==> config.mk <==
export PLATFORM = sky130hd
export DESIGN_NAME = glitcbus_space_arbiter
export DESIGN_NICKNAME = d
export VERILOG_FILES = /design/src/rtl/glitcbus_space_arbiter.sv
export SDC_FILE = /design/constraint.sdc
export NUM_CORES = 1
export LEC_CHECK = 0
export ABC_AREA = 1
export CAP_MARGIN = 20
export CORE_AREA = 3 3 155 157
export CTS_CLUSTER_DIAMETER = 30
export DETAILED_ROUTE_END_ITERATION = 8
export DIE_AREA = 0 0 158 160
export SLEW_MARGIN = 15
export SYNTH_ARGS = -nofsm -noshare
export SYNTH_HDL_FRONTEND = slang
export SYNTH_SLANG_ARGS = --single-unit
==> constraint.sdc <==
create_clock -name clk_i -period 1.6 [get_ports clk_i]
set_input_delay 0.16 -clock clk_i [delete_from_list [all_inputs] [get_ports clk_i]]
set_output_delay 0.16 -clock clk_i [all_outputs]
set_load 0.01 [all_outputs]
==> src/rtl/glitcbus_space_arbiter.sv <==
// GLITCBUS address-space decoder and read-return engine: routes bus strobes to one of
// NSPACE register blocks and returns read data immediately, on ack, or on timeout.
module glitcbus_space_arbiter #(
    parameter int              NSPACE     = 8,
    parameter int              AW         = 16,
    parameter int              DW         = 32,
    parameter int              SPACE_LSB  = 4,
    parameter int              SPACE_BITS = 3,
    parameter logic [NSPACE-1:0] READY_MASK = '1,
    parameter int              TIMEOUT    = 15,
    parameter logic [DW-1:0]   ERR_DATA   = 'hBADADD00
) (
    input  logic                 clk_i,
    input  logic                 rst_n_i,
    input  logic [AW-1:0]        gb_adr_i,
    input  logic [DW-1:0]        gb_dat_i,
    input  logic                 gb_wr_i,
    input  logic                 gb_rd_i,
    output logic [DW-1:0]        gb_dat_o,
    output logic                 gb_valid_o,
    output logic                 busy_o,
    output logic [NSPACE-1:0]    sel_o,
    output logic [SPACE_LSB-1:0] adr_o,
    output logic [DW-1:0]        dat_o,
    output logic                 wr_o,
    output logic                 rd_o,
    input  logic [NSPACE*DW-1:0] space_dat_i,
    input  logic [NSPACE-1:0]    space_ack_i,
    input  logic                 err_clr_i,
    output logic                 err_o,
    output logic [7:0]           err_count_o
);

    typedef enum logic [1:0] {
        IDLE = 2'd0,
        WAIT = 2'd1,
        DONE = 2'd2
    } state_t;

    state_t                state;
    logic [7:0]            wait_cnt;
    logic [SPACE_BITS-1:0] cur_idx;

    logic [SPACE_BITS-1:0] idx;
    logic                  mapped;
    logic [NSPACE-1:0]     idx_onehot;
    logic [DW-1:0]         cur_dat;
    logic                  cur_ack;
    logic                  cur_imm;
    logic                  timed_out;
    logic                  err_event;

    assign idx    = gb_adr_i[SPACE_LSB +: SPACE_BITS];
    assign mapped = (int'(idx) < NSPACE);

    // Loop-based muxes keep every index inside the NSPACE range even for unmapped idx.
    always_comb begin
        idx_onehot = '0;
        cur_dat    = '0;
        cur_ack    = 1'b0;
        cur_imm    = 1'b0;
        for (int i = 0; i < NSPACE; i++) begin
            idx_onehot[i] = (idx == SPACE_BITS'(i));
            if (cur_idx == SPACE_BITS'(i)) begin
                cur_dat = space_dat_i[i*DW +: DW];
                cur_ack = space_ack_i[i];
                cur_imm = READY_MASK[i];
            end
        end
    end

    assign timed_out = !cur_imm && !cur_ack && (wait_cnt == 8'(TIMEOUT));

    always_comb begin
        err_event = 1'b0;
        case (state)
            IDLE:    err_event = (gb_wr_i && !mapped) || (gb_rd_i && (gb_wr_i || !mapped));
            WAIT:    err_event = gb_rd_i || gb_wr_i || timed_out;
            DONE:    err_event = gb_rd_i || gb_wr_i;
            default: err_event = 1'b0;
        endcase
    end

    // Strobes in and out are single-cycle pulses with no backpressure; gb_valid_o pulses
    // once per accepted read, the cycle after DONE, and gb_dat_o holds until the next return.
    always_ff @(posedge clk_i or negedge rst_n_i) begin
        if (!rst_n_i) begin
            state      <= IDLE;
            wait_cnt   <= '0;
            cur_idx    <= '0;
            gb_dat_o   <= '0;
            gb_valid_o <= 1'b0;
            busy_o     <= 1'b0;
            sel_o      <= '0;
            adr_o      <= '0;
            dat_o      <= '0;
            wr_o       <= 1'b0;
            rd_o       <= 1'b0;
        end else begin
            wr_o       <= 1'b0;
            rd_o       <= 1'b0;
            gb_valid_o <= 1'b0;
            case (state)
                IDLE: begin
                    sel_o <= '0;
                    if (gb_wr_i) begin
                        if (mapped) begin
                            wr_o  <= 1'b1;
                            sel_o <= idx_onehot;
                            adr_o <= gb_adr_i[SPACE_LSB-1:0];
                            dat_o <= gb_dat_i;
                        end
                    end else if (gb_rd_i) begin
                        if (mapped) begin
                            rd_o     <= 1'b1;
                            sel_o    <= idx_onehot;
                            adr_o    <= gb_adr_i[SPACE_LSB-1:0];
                            busy_o   <= 1'b1;
                            wait_cnt <= '0;
                            cur_idx  <= idx;
                            state    <= WAIT;
                        end else begin
                            gb_dat_o <= ERR_DATA;
                            state    <= DONE;
                        end
                    end
                end
                WAIT: begin
                    if (cur_imm || cur_ack) begin
                        gb_dat_o <= cur_dat;
                        sel_o    <= '0;
                        busy_o   <= 1'b0;
                        state    <= DONE;
                    end else if (timed_out) begin
                        gb_dat_o <= ERR_DATA;
                        sel_o    <= '0;
                        busy_o   <= 1'b0;
                        state    <= DONE;
                    end else begin
                        wait_cnt <= wait_cnt + 8'd1;
                    end
                end
                DONE: begin
                    gb_valid_o <= 1'b1;
                    sel_o      <= '0;
                    busy_o     <= 1'b0;
                    state      <= IDLE;
                end
                default: state <= IDLE;
            endcase
        end
    end

    // A new error in the same cycle as a clear restarts the count at one.
    always_ff @(posedge clk_i or negedge rst_n_i) begin
        if (!rst_n_i) begin
            err_o       <= 1'b0;
            err_count_o <= '0;
        end else if (err_event) begin
            err_o <= 1'b1;
            if (err_clr_i)
                err_count_o <= 8'd1;
            else if (err_count_o != 8'hFF)
                err_count_o <= err_count_o + 8'd1;
        end else if (err_clr_i) begin
            err_o       <= 1'b0;
            err_count_o <= '0;
        end
    end

endmodule

---- Word-level counts from Yosys, hierarchy flattened ----
Cells that the tools add are included.
word-level totals
  bits in read-only memories .............. 0
  memories ................................ 0
  logic and storage cells ................. 126
  bits in latches ......................... 0
  memory bits (writable) .................. 0
  output and inout port bits .............. 89
  register bits after elaboration ......... 102
  input port bits ......................... 317
cells by class
  $mul .................................... 0
  muxes and demuxes ....................... 61
  shift-type cells ........................ 0
  order comparisons ....................... 0
  eq/ne operators ......................... 23
  add/subtract/negate cells ............... 2
  reductions and logical operators ........ 26
  bitwise logic cells ..................... 1
  divide/modulo/power cells ............... 0
operators with widths
  operator             count
  $mux 32              10
  $mux 8               12
  $mux 1               28
  $eq 3x3->1 const B   8
  $pmux 8 s3           1
  $add 8x1->8 const B  2
  $pmux 8 s2           1
  $eq 3x2->1 const B   4
  $reduce_and 2->1     5
  $reduce_bool 2->1    5
  $eq 8x4->1 const B   1
  $mux 2               4
  $mux 4               2
  $ne 2x2->1 const B   4
  $ne 8x8->1 const B   1
  $eq 3x1->1 const B   2
  $logic_not 3->1      2
  $pmux 1 s3           2
  $reduce_and 3->1     2
  $reduce_and 5->1     1
  $pmux 2 s2           1
  $reduce_and 4->1     1
  $logic_and 1x1->1    3
  $logic_or 1x1->1     3
  other kinds (7)      8

---- Depth between registers and ports, before layout ----
Gate-level depths: netlist of run 1.
  depth after elaboration ................. 16
  depth in mapped cells ................... 13
  gate-level depth less buffers ........... 13

---- Worst setup path after synthesis of run 1 ----
OpenSTA, ideal clock, no wires.
  path type ............................... reg-to-reg
  from .................................... register state[0]
  to ...................................... register err_count_o[3]
  slack ................................... -136 ps
  required time ........................... 1481 ps
  cell stages (with the launch flop) ...... 13
  path buffers ............................ 0
  library setup time ...................... 119 ps
  clock period less this slack ............ 1736 ps
  data arrival time ....................... 1617 ps
  path through ............................ dfrtp_1 > inv_1 > ha_1 > nand2_1 > inv_2 > nand2_1 > o21ai_1 > nand2_1 > nand2_1 > nand2_1 > inv_2 > o21ai_0 > and2_1
between the ends
  cells in the longest elaborated chain, start to end .. 4
RTL lines
  what                                      RTL line  text
  from (decl)                               40        state_t state;
  from (signal assigned)                    88        state <= IDLE;
  from (signal assigned)                    121       state <= WAIT;
  from (signal assigned)                    124       state <= DONE;
  $eq 2x2->1, or another cell as far along  76        case (state)
  $pmux 1 s3 (*)                            76
  $reduce_bool 2->1 (no source line)        --
  $reduce_and 2->1 (no source line)         --
  to (signal assigned)                      164       err_count_o <= err_count_o + 8'd1;
  to (decl)                                 31        output logic [7:0] err_count_o
Mark *: on every way between the ends. The rest lies on a longest branch, timed or not.
A chain may end at the register's enable or synchronous reset.

---- Final worst setup path of run 1 ----
  from .................................... register cur_idx[1]
  to ...................................... register gb_dat_o[10]
between the ends
  cells in the longest elaborated chain, start to end .. 14
RTL lines
  what                                RTL line  text
  from (decl)                         42        logic [SPACE_BITS-1:0] cur_idx;
  from (signal assigned)              120       cur_idx <= idx;
  $logic_not 3->1                     64        if (cur_idx == SPACE_BITS'(i)) begin
  $mux 1 (8 in series)                64
  $logic_not 1->1                     72        assign timed_out = !cur_imm && !cur_ack && (wait_cnt == 8'(TIMEOUT));
  $logic_and 1x1->1 (2 in series)     72
  $reduce_bool 2->1 (no source line)  --
  $reduce_and 2->1 (no source line)   --
  to (signal assigned)                130       gb_dat_o <= cur_dat;
  to (decl)                           19        output logic [DW-1:0] gb_dat_o,
Parallel ways exist; a longest one is shown, timed or not.

==> results of run 1 <==
==> placed cells by master, fill, tap and decap left out, drive strengths merged <==
master and n:
clkdlybuf4s50 383, clkbuf 17, diode 2, or2 2, clkinv 5, mux2 4
dlygate4sd2 1, dlymetal6s2s 3, nand4 59, dfrtp 94, nand2 345, nand3 71
a21oi 74, and2 2, buf 89, inv 96, nor2 80, nand3b 1
nor3 4, bufinv 1, o211ai 1, o21ai 21, ha 5, dlygate4sd3 1
==> what timing repair did <==
item / in CTS / in global routing
hold buffers: 1 / 0
cloned: 1 / 10
gates resized for setup: 7 / 106
buffers inserted: 7 / 24
endpoints found under the hold margin: 78 / 0
setup endpoints to repair: 9 / 43
pin swaps: 4 / 49
==> how the worst min path moves through the flow <==
| stage | end | slack (ps) | depth (start not counted) |
|---|---|---|---|
| 2_1_floorplan | adr_o[0]$_DFFE_PN0P_ | -140 | 0 |
| 3_3_place_gp | dat_o[23]$_DFFE_PN0P_ | 60 | 1 |
| 3_5_place_dp | dat_o[23]$_DFFE_PN0P_ | 60 | 1 |
| 4_1_cts | dat_o[23]$_DFFE_PN0P_ | 220 | 2 |
| 5_1_grt | dat_o[30]$_DFFE_PN0P_ | 230 | 2 |
| 6_report | dat_o[26]$_DFFE_PN0P_ | 220 | 2 |
==> sequential cells by signal, summed over array words and instances, names as in the netlist <==
register	cells
adr_o	4
err_count_o	8
gb_dat_o	32
gb_valid_o	1
state	2
cur_idx	3
dat_o	32
rd_o	1
wr_o	1
err_o	1
sel_o	8
busy_o	1
==> critical path: stages, from the launching register on <==
cell     delay [ps]
dfrtp_2         460
buf_6           160
nor3_4          210
buf_6           160
buf_12          140
nand2_4          50
nand3_2          50
nor2_1           40
nand4_1         140
nand2_1          70
nand2_1          60
==> per-layer routing <==
layer / part of all wire / routed length (um) / up-vias / track usage
li1: - / - / 3799 / -
met1: 0.40 / 12800 / 3590 / 0.270
met2: 0.48 / 15300 / 331 / 0.367
met3: 0.090 / 2850 / 43 / 0.0707
met4: 0.021 / 676 / 4 / 0.0610
met5: 0.0011 / 34 / - / 0
==> power groups by stage <==
stage / sequential, mW / combinational (mW) / clock (mW)
after floorplan: 4.40 / 4.62 / 0
after global placement: 3.96 / 10.5 / 0
after detailed placement: 3.98 / 10.5 / 0
after CTS: 3.97 / 10.7 / 2.47
after global routing: 4.14 / 13.5 / 2.57
final: 4.01 / 12.4 / 2.39
==> stage by stage <==
stage,power (mW),std cells,cell area [sq um]
after floorplan,9.03,906,5920
after global placement,14.4,1585,10500
after detailed placement,14.5,1585,10500
after CTS,17.2,1610,11000
after global routing,20.2,1645,11700
final,18.8,1646,11700
==> logic make-up after synthesis <==
family                   after synthesis  synth area share
adder cells (fa/ha/maj)                5            0.0106
multiplexers                           4           0.00764
AO/OA/AOI/OAI                         96            0.0819
AND/OR/NAND/NOR                      563             0.406
flip-flops                            94             0.399
buffers and inverters                144            0.0948
==> final cells by class <==
class	count	area, sq um
antenna	2	5.00
clock buffer	9	225
clock inverter	7	103
fill	2186	10900
inverter	95	374
multi-input combinational	669	3290
sequential	94	2350
tap	285	357
timing repair buffer	485	5010
==> results.txt, run 1 <==
The worst vdd rail ir drop is 0.813 mV. The number of maximum-capacitance constraint violations is 0. The net count of the finished layout came out at 1,676. The worst setup skew after layout is 11.4 ps. The first-pass detailed-route iteration total came out at 8. The part of the Yosys area used for sequential elements came out at 0.399. The actual slew at the worst max-slew pin is 345 ps.

The count of final hold-check violations came out at 0. The remaining global-route overflow is 0. The final setup violation count is 0.

The total power divided by cell area came out at 1610 mW/mm^2. The share of synthesized flip-flops with an asynchronous set or reset came out at 1.00. The first global-routing pass estimated 42,400 um of wire.

The number of levels the H-tree was split into is 3. The worst setup path is launched from a flip-flop. Setup repair after global routing could not meet its margin everywhere. The mean number of vias per cell is 4.72.

In this run the critical register-to-register path is captured at gb_dat_o[10]$_DFFE_PN0P_. The number of antenna violations at the first check in global routing came out at 4. The worst hold slack across all endpoints is 223 ps. The class of the worst hold path is input pin to asynchronous set/reset pin.

The post-placement worst setup slack is -127 ps. Entering global routing, the biggest net connects 40 pins. The commonest cells after synthesis are nand2_1 (344), dfrtp_1 (94), inv_1 (88). The headroom to the max-slew limit is 0.770. The via count of the first global-routing pass came out at 7,170. The worst register-to-register path has a depth of 10. Summed over all nets, the half-perimeter wirelength after detailed placement is 22,400 um. The remaining antenna violation count is 0. The startpoint identified for the worst register-to-register timing path is cur_idx[1]$_DFFE_PN0P_.

STA classifies the critical path endpoint as a flip-flop. The top fanout value on the critical path is 7. After synthesis the netlist holds a flip-flop and latch count of 94. The data arrival time at the worst-slack endpoint is 1890 ps. After routing, the total negative slack on setup checks comes to 0 ps. Relative to the synthesized area, the layout overhead comes to 98.7%.

The total track usage came out at 0.219. The biggest area contributor in the post-synthesis netlist is dfrtp_1. Synthesis produced 906 cells. The synthesized netlist occupies a cell area of 0.00590 sq mm.

Of the total power, the share spent switching nets is 0.431. For this configuration, the core starts out at a cell density of 0.261. The endpoint required time on the critical path is 1890 ps. The internal power consumption is 10.7 mW.

The leakage dissipation is 5.63 nW. The TritonCTS clock tree is built. The part of the total power dissipated in sequential elements came out at 0.213. The slack of the critical path came out at 0.372 ps. The most critical setup path has its endpoint at gb_dat_o[10]$_DFFE_PN0P_. The run finished with clean final reports. The maximum clock rate is 625 MHz. The horizontal die dimension came out at 158 um. The share of the cycle needed by the critical path after routing is 1.00.

The Yosys warning count is 0. The clock reaches the later pin of the worst-skew pair after 360 ps. The number of nets produced by synthesis is 1,228. The count of vias placed by the detailed router came out at 7,767. The share of total power in the clock network came out at 0.127. The wire length per cell after detailed routing is 19.2 um. For this run, design rule violations remaining after detail routing come to 0. The setup path with the least slack is of type flip-flop to flip-flop. By area the synthesized netlist is led by dfrtp_1 (40%), nand2_1 (22%), a21oi_1 (6.3%).

The tree built by TritonCTS fans out to 94 sinks. The number of DRC markers after the initial detailed-route iteration is 526. The I/O pin count is 406. The most critical setup path has its startpoint at cur_idx[1]$_DFFE_PN0P_. The area of the die is 0.0253 sq mm.

By instance count, the leading cell after synthesis is nand2_1. The routed design could run at a clock period as short as 1600 ps. Of the post-synthesis cell area, the dominant cell type holds 0.399. The number of different library cells used by synthesis comes to 22. The worst setup slack for register-to-register paths is 0.4 ps. The total count of max-transition violations in the final report came out at 0. The relative contribution of combinational cells to total power is 0.660.

The number of enable flip-flop cells after synthesis is 0. The routability congestion estimate from global placement is 0.866. The core footprint is 0.0226 sq mm. The fraction of final layout cells with drive strength greater than 1 came out at 0.146. The cell row count is 55. The tree is rooted in a clkbuf_16. The clock-pin transition on the worst setup and hold timing paths is 80 ps. The detailed-route wire length came out at 31,700 um. Counting the buffers created by CTS gives 9. The core occupancy in the finished layout is 0.518. The longest clock path from root to sink contains 2 buffers. In this run the vertical extent of the chip is 160 um.

For this run, the leading register cell type out of synthesis is dfrtp_1. The number of port buffers came out at 388. The analysis attributes to net switching a power of 8.11 mW.

The synthesized area per cell is 6.51 sq um.
(Power assumes the default switching activity.)
==> run 2: changes to the inputs <==
--- a/config.mk
+++ b/config.mk
@@ -6,11 +6,12 @@
 export NUM_CORES = 1
 export LEC_CHECK = 0
 export ABC_AREA = 1
-export CAP_MARGIN = 20
 export CORE_AREA = 3 3 155 157
 export CTS_CLUSTER_DIAMETER = 30
 export DETAILED_ROUTE_END_ITERATION = 8
 export DIE_AREA = 0 0 158 160
+export GPL_ROUTABILITY_DRIVEN = 0
+export HOLD_SLACK_MARGIN = 0.1
 export SLEW_MARGIN = 15
 export SYNTH_ARGS = -nofsm -noshare
 export SYNTH_HDL_FRONTEND = slang
==> results of run 2 <==
The final DEF is identical to that of run 1; final timing and power are the same.
